### src/rtl/spi_pkg.sv
// Shared types and defaults for the SPI slave controller.
package spi_pkg;
  typedef enum logic [1:0] {IDLE, XFER, DONE} spi_state_e;

  localparam int                    SPI_WORD_W = 8;
  localparam logic [SPI_WORD_W-1:0] SPI_DUMMY  = 8'hFF;
endpackage

### src/rtl/spi_slave_shifter.sv
// N-bit shift register: parallel load, shift-left with serial in, MSB out.
module spi_slave_shifter
  import spi_pkg::*;
#(
  parameter int N = SPI_WORD_W
) (
  input  logic         clk_c,
  input  logic         reset_r,
  input  logic         load,
  input  logic [N-1:0] load_data,
  input  logic         shift_en,
  input  logic         sin,
  output logic [N-1:0] q,
  output logic         sout
);
  logic [N-1:0] q_r;

  always_ff @(posedge clk_c or posedge reset_r) begin
    if (reset_r)       q_r <= '0;
    else if (load)     q_r <= load_data;
    else if (shift_en) q_r <= {q_r[N-2:0], sin};
  end

  assign q    = q_r;
  assign sout = q_r[N-1];
endmodule

### src/rtl/spi_slave_ctrl.sv
// SPI mode-0 slave: oversampled pins, CS framing, TX holding register, RX word.
module spi_slave_ctrl
  import spi_pkg::*;
#(
  parameter int           N     = SPI_WORD_W,
  parameter logic [N-1:0] DUMMY = N'(SPI_DUMMY)
) (
  input  logic         clk_c,
  input  logic         reset_r,
  input  logic         sclk_i,
  input  logic         cs_n_i,
  input  logic         mosi_i,
  output logic         miso_o,
  input  logic [N-1:0] tx_data_i,
  input  logic         tx_valid_i,
  output logic         tx_ready_o,
  output logic [N-1:0] rx_data_o,
  output logic         rx_valid_o,
  output logic         busy_o,
  output logic         underrun_o,
  output logic         abort_o
);
  localparam int             CW       = $clog2(N+1);
  localparam logic [CW-1:0]  CNT_LAST = CW'(N-1);
  localparam logic [CW-1:0]  CNT_N    = CW'(N);

  logic sclk_s1, sclk_s2, sclk_s3;
  logic cs_s1, cs_s2, cs_s3;
  logic mosi_s1, mosi_s2;

  // mosi gets only two stages so it lines up with sclk_s2
  always_ff @(posedge clk_c or posedge reset_r) begin
    if (reset_r) begin
      {sclk_s1, sclk_s2, sclk_s3} <= 3'b000;
      {cs_s1, cs_s2, cs_s3}       <= 3'b111;
      {mosi_s1, mosi_s2}          <= 2'b00;
    end else begin
      {sclk_s1, sclk_s2, sclk_s3} <= {sclk_i, sclk_s1, sclk_s2};
      {cs_s1, cs_s2, cs_s3}       <= {cs_n_i, cs_s1, cs_s2};
      {mosi_s1, mosi_s2}          <= {mosi_i, mosi_s1};
    end
  end

  logic sclk_rise, sclk_fall, cs_fall, cs_rise;
  assign sclk_rise = sclk_s2 & ~sclk_s3;
  assign sclk_fall = ~sclk_s2 & sclk_s3;
  assign cs_fall   = ~cs_s2 & cs_s3;
  assign cs_rise   = cs_s2 & ~cs_s3;

  spi_state_e    state, state_nxt;
  logic [CW-1:0] cnt;
  logic          hold_full, miso_q;
  logic [N-1:0]  hold_data, load_word, sh_q;
  logic          frame_start, shift_en, bit_done, abort_evt, tx_accept, sh_sout;

  assign frame_start = (state == IDLE) & cs_fall;
  assign shift_en    = (state == XFER) & sclk_rise;
  assign bit_done    = shift_en & (cnt == CNT_LAST);
  assign abort_evt   = (state == XFER) & cs_rise & ~bit_done;
  assign tx_accept   = tx_valid_i & ~hold_full;
  assign load_word   = hold_full ? hold_data : DUMMY;

  always_ff @(posedge clk_c or posedge reset_r) begin
    if (reset_r) state <= IDLE;
    else         state <= state_nxt;
  end

  always_comb begin
    state_nxt = state;
    case (state)
      IDLE: if (cs_fall) state_nxt = XFER;
      // a CS release coinciding with the last edge still completes the word
      XFER: if (bit_done)     state_nxt = cs_rise ? IDLE : DONE;
            else if (cs_rise) state_nxt = IDLE;
      DONE: if (cs_rise) state_nxt = IDLE;
      default: state_nxt = IDLE;
    endcase
  end

  always_comb begin
    busy_o = (state != IDLE);
    miso_o = (state == XFER) & miso_q;
  end

  spi_slave_shifter #(.N(N)) u_shifter (
    .clk_c     (clk_c),
    .reset_r   (reset_r),
    .load      (frame_start),
    .load_data (load_word),
    .shift_en  (shift_en),
    .sin       (mosi_s2),
    .q         (sh_q),
    .sout      (sh_sout)
  );

  // holding register: a word arriving in the frame-start cycle refills it
  always_ff @(posedge clk_c or posedge reset_r) begin
    if (reset_r) begin
      hold_full <= 1'b0;
      hold_data <= '0;
    end else begin
      hold_full <= (hold_full & ~frame_start) | tx_accept;
      if (tx_accept) hold_data <= tx_data_i;
    end
  end
  assign tx_ready_o = ~hold_full;

  always_ff @(posedge clk_c or posedge reset_r) begin
    if (reset_r) begin
      cnt        <= '0;
      miso_q     <= 1'b0;
      rx_data_o  <= '0;
      rx_valid_o <= 1'b0;
      underrun_o <= 1'b0;
      abort_o    <= 1'b0;
    end else begin
      if (frame_start)   cnt <= '0;
      else if (shift_en) cnt <= cnt + 1'b1;

      if (frame_start)
        miso_q <= load_word[N-1];
      else if ((state == XFER) & sclk_fall & (cnt != '0) & (cnt < CNT_N))
        miso_q <= sh_sout;

      if (bit_done) rx_data_o <= {sh_q[N-2:0], mosi_s2};
      rx_valid_o <= bit_done;
      underrun_o <= frame_start & ~hold_full;
      abort_o    <= abort_evt;
    end
  end
endmodule

### config.mk
export PLATFORM = sky130hd
export DESIGN_NAME = spi_slave_ctrl
export DESIGN_NICKNAME = d
export VERILOG_FILES = /design/src/rtl/spi_pkg.sv /design/src/rtl/spi_slave_shifter.sv /design/src/rtl/spi_slave_ctrl.sv
export SDC_FILE = /design/constraint.sdc
export NUM_CORES = 1
export LEC_CHECK = 0
export CAP_MARGIN = 20
export CORE_AREA = 2 2 74 76
export DETAILED_ROUTE_END_ITERATION = 8
export DIE_AREA = 0 0 76 78
export PLACE_DENSITY_LB_ADDON = 0.3
export RECOVER_POWER = 25
export SLEW_MARGIN = 20
export SYNTH_ARGS = -nofsm -noshare
export SYNTH_HDL_FRONTEND = slang
export SYNTH_SLANG_ARGS = --single-unit
### constraint.sdc
create_clock -name clk_c -period 1.91 [get_ports clk_c]
set_clock_uncertainty 0.2 [all_clocks]
set_input_delay 0.191 -clock clk_c [delete_from_list [all_inputs] [get_ports clk_c]]
set_output_delay 0.191 -clock clk_c [all_outputs]
set_load 0.1 [all_outputs]
==> run metrics <==
CTS tree yes; Max IR drop VDD 684 uV; Mapped Avg Cell Area 13.7 sq um; Yosys warnings 0; synthesis-to-layout area growth 34.1%; Num CTS Buffers 5; nature of the critical path startpoint flip-flop; path type of the worst min-delay path reg -> reg; vias in the first global route 1148; design area 2350 sq um; Final period util 96.7%; Final Hold Viols 0; Sink Count 43; pin count of the biggest net entering global routing 44; DRT Wirelength 3.32 mm; DR iter-0 viols 69; Seq/Total Area, Yosys 61.5%; placed cell areas 2270 sq um; routed vias/inst 4.77; initial antenna violation count 0; I/O pin cnt 28; DR WL/cell 14.1 microns; Tot GR Track Use 12.4%; worst-margin pin slew 1.01 ns; First-pass DRT Iterations 7; CP Data Arrival Time 1.84 ns; Worst-Skew Late Latency 0.30 ns; critical path endpoint category flip-flop; Die Footprint 5930 sq um; # port buffers 27; min cycle time layout 1.85 ns; via count 1126; post-synth top area share 57.0%; CTS Hold Buffers Added 0; Initial Utilization 34.8%; row count 26; die width 76 microns; GRT overflow 0; status finished clean; routability congestion estimate 0.830; Slew headroom 32.4%; layout cell share with drive strength beyond 1 33.7%; Crit Path Class reg -> reg; Max Cap Viol 0; Final Setup Violations 0; top post-synthesis cells by area dfrtp_1 57%, mux2_2 6.4%, mux2_4 5.1%; worst path required time 1.90 ns; Die Span Y 78 microns; Post-Syn Instances 128; nets@finish 181; Power Density 1160 nW/um^2; clock root buffer clkbuf_8; Synth cell types 37; first-pass GRT wire length 5.73 mm; Synth Cell Area 1760 sq um; Max Buffers Root-to-Sink 2; largest area contributor in the netlist dfrtp_1; core area 5040 sq um; Seq cells post-synth 43; Max Clk Rate 542 MHz; clock slew at reported path FFs 0.09 ns; RSZ-0062 raised after global routing no; # DRC 0; post-route setup TNS 0 ns; ANT cells 0; H-Tree Depth 2; Max Slew Vio Count 0; post-synthesis net count 144; critical path fanouts, max 9; Leak Pwr 1.02 nW; DP HPWL 2.44 mm; post-route antenna net violation count 0
## final timing paths
kind                                      startpoint                         end  slack (ns)  depth (start not counted)
worst max-delay path            state[1]$_DFFE_PP0P_    rx_data_o[4]$_DFFE_PP0P_        0.06                          4
worst min-delay path               sclk_s1$_DFF_PP0_           sclk_s2$_DFF_PP0_        0.15                          0
worst max register to register  state[1]$_DFFE_PP0P_    rx_data_o[4]$_DFFE_PP0P_        0.06                          4
worst min register to register     sclk_s1$_DFF_PP0_           sclk_s2$_DFF_PP0_        0.15                          0
max in group asynchronous                    reset_r  u_shifter.q[7]$_DFFE_PP0P_        0.44                          3
min in group asynchronous                    reset_r        state[1]$_DFFE_PP0P_        0.46                          3
## repair_timing
action,in CTS,in global routing
endpoints found under the setup margin,0,4
setup buffers,0,0
gates resized for setup,0,1
## layout by cell type (no fill, tap or decap), drive strengths merged, types with 3 or more instances in the layout
cell	instances
inv	6
clkbuf	6
o21a	5
nand2	7
nand2b	3
buf	21
nor3	4
mux2	16
clkdlybuf4s50	9
o21ai	3
a31oi	4
dlygate4sd3	4
nor2	3
dfstp	3
nor2b	3
a221o	5
dfrtp	40
## cell usage after synthesis (all sizes together)
| cell type | n |
|---|---|
| buf | 4 |
| a21oi | 2 |
| a31oi | 4 |
| or3 | 2 |
| dfrtp | 40 |
| mux2 | 16 |
| nor4b | 1 |
| ha | 2 |
| a21o | 1 |
| nor4bb | 1 |
| dfstp | 3 |
| nand2 | 7 |
| nand4bb | 1 |
| and2b | 1 |
| o21a | 5 |
| clkinv | 1 |
| inv | 5 |
| nor3b | 1 |
| o41ai | 1 |
| nand3 | 2 |
| nand2b | 3 |
| o21ai | 3 |
| o31ai | 1 |
| or4b | 1 |
| nor3 | 4 |
| or4 | 1 |
| a221o | 5 |
| clkbuf | 1 |
| a22o | 1 |
| nor2 | 3 |
| nor2b | 3 |
| o21ba | 1 |
| or2 | 1 |
## cell families after synthesis
group	Yosys count	share of synthesized area (%)
DFF	43	61.5
and+or+nand+nor	32	12.1
AOI/OAI and AO/OA	24	10.3
muxes	16	11.5
buffers and inverters	11	3.14
adders and majority gates	2	1.43
## layer usage
| layer | track usage (%) | wire length, microns | up-vias |
|---|---|---|---|
| met5 | 0 | 0 | - |
| met4 | 7.82 | 80 | 0 |
| met3 | 2.91 | 122 | 8 |
| met2 | 19.6 | 1670 | 29 |
| met1 | 15.5 | 1440 | 560 |
| li1 | - | - | 529 |
## registers in the layout (all words and copies together), names as in the netlist, 2 cells and up
| register | cells |
|---|---|
| cnt | 4 |
| hold_data | 8 |
| rx_data_o | 8 |
| state | 2 |
| u_shifter.q | 8 |
## cell type report
class / instances / area (sq um)
clock buffers: 5 / 68.8
clock inverters: 3 / 23.8
fillers: 448 / 2690
inverters: 6 / 23.8
multi-input cells: 74 / 627
flip-flops and latches: 43 / 1080
well taps: 70 / 87.6
repair buffers: 35 / 443
## power breakdown
group	internal [mW]	switching [mW]	total, mW
Sequential	1.14	0.181	1.32
Combinational	0.365	0.439	0.805
Clock	0.261	0.333	0.594
Total	1.77	0.953	2.72
## per-stage QoR
stage | power [mW] | setup slack [ns] | instances | hold WS, ns | util, %
floorplan | 1.86 | 0.0804 | 128 | -0.00452 | -
global placement | 2.12 | 0.122 | 228 | 0.134 | 45.1
detailed placement | 2.16 | 0.0441 | 228 | 0.139 | 45.1
CTS | 2.75 | 0.0309 | 236 | 0.0637 | 46.9
global route | 2.88 | 0.0106 | 236 | 0.165 | 46.7
finish | 2.72 | 0.0636 | 236 | 0.154 | 46.7
## worst max-delay path, stage by stage (launching register included)
cell	delay (ns)
dfrtp_1	0.46
nand4bb_1	0.30
nor3_4	0.27
buf_12	0.17
mux2_2	0.34
Power figures use the tool's default switching activity.
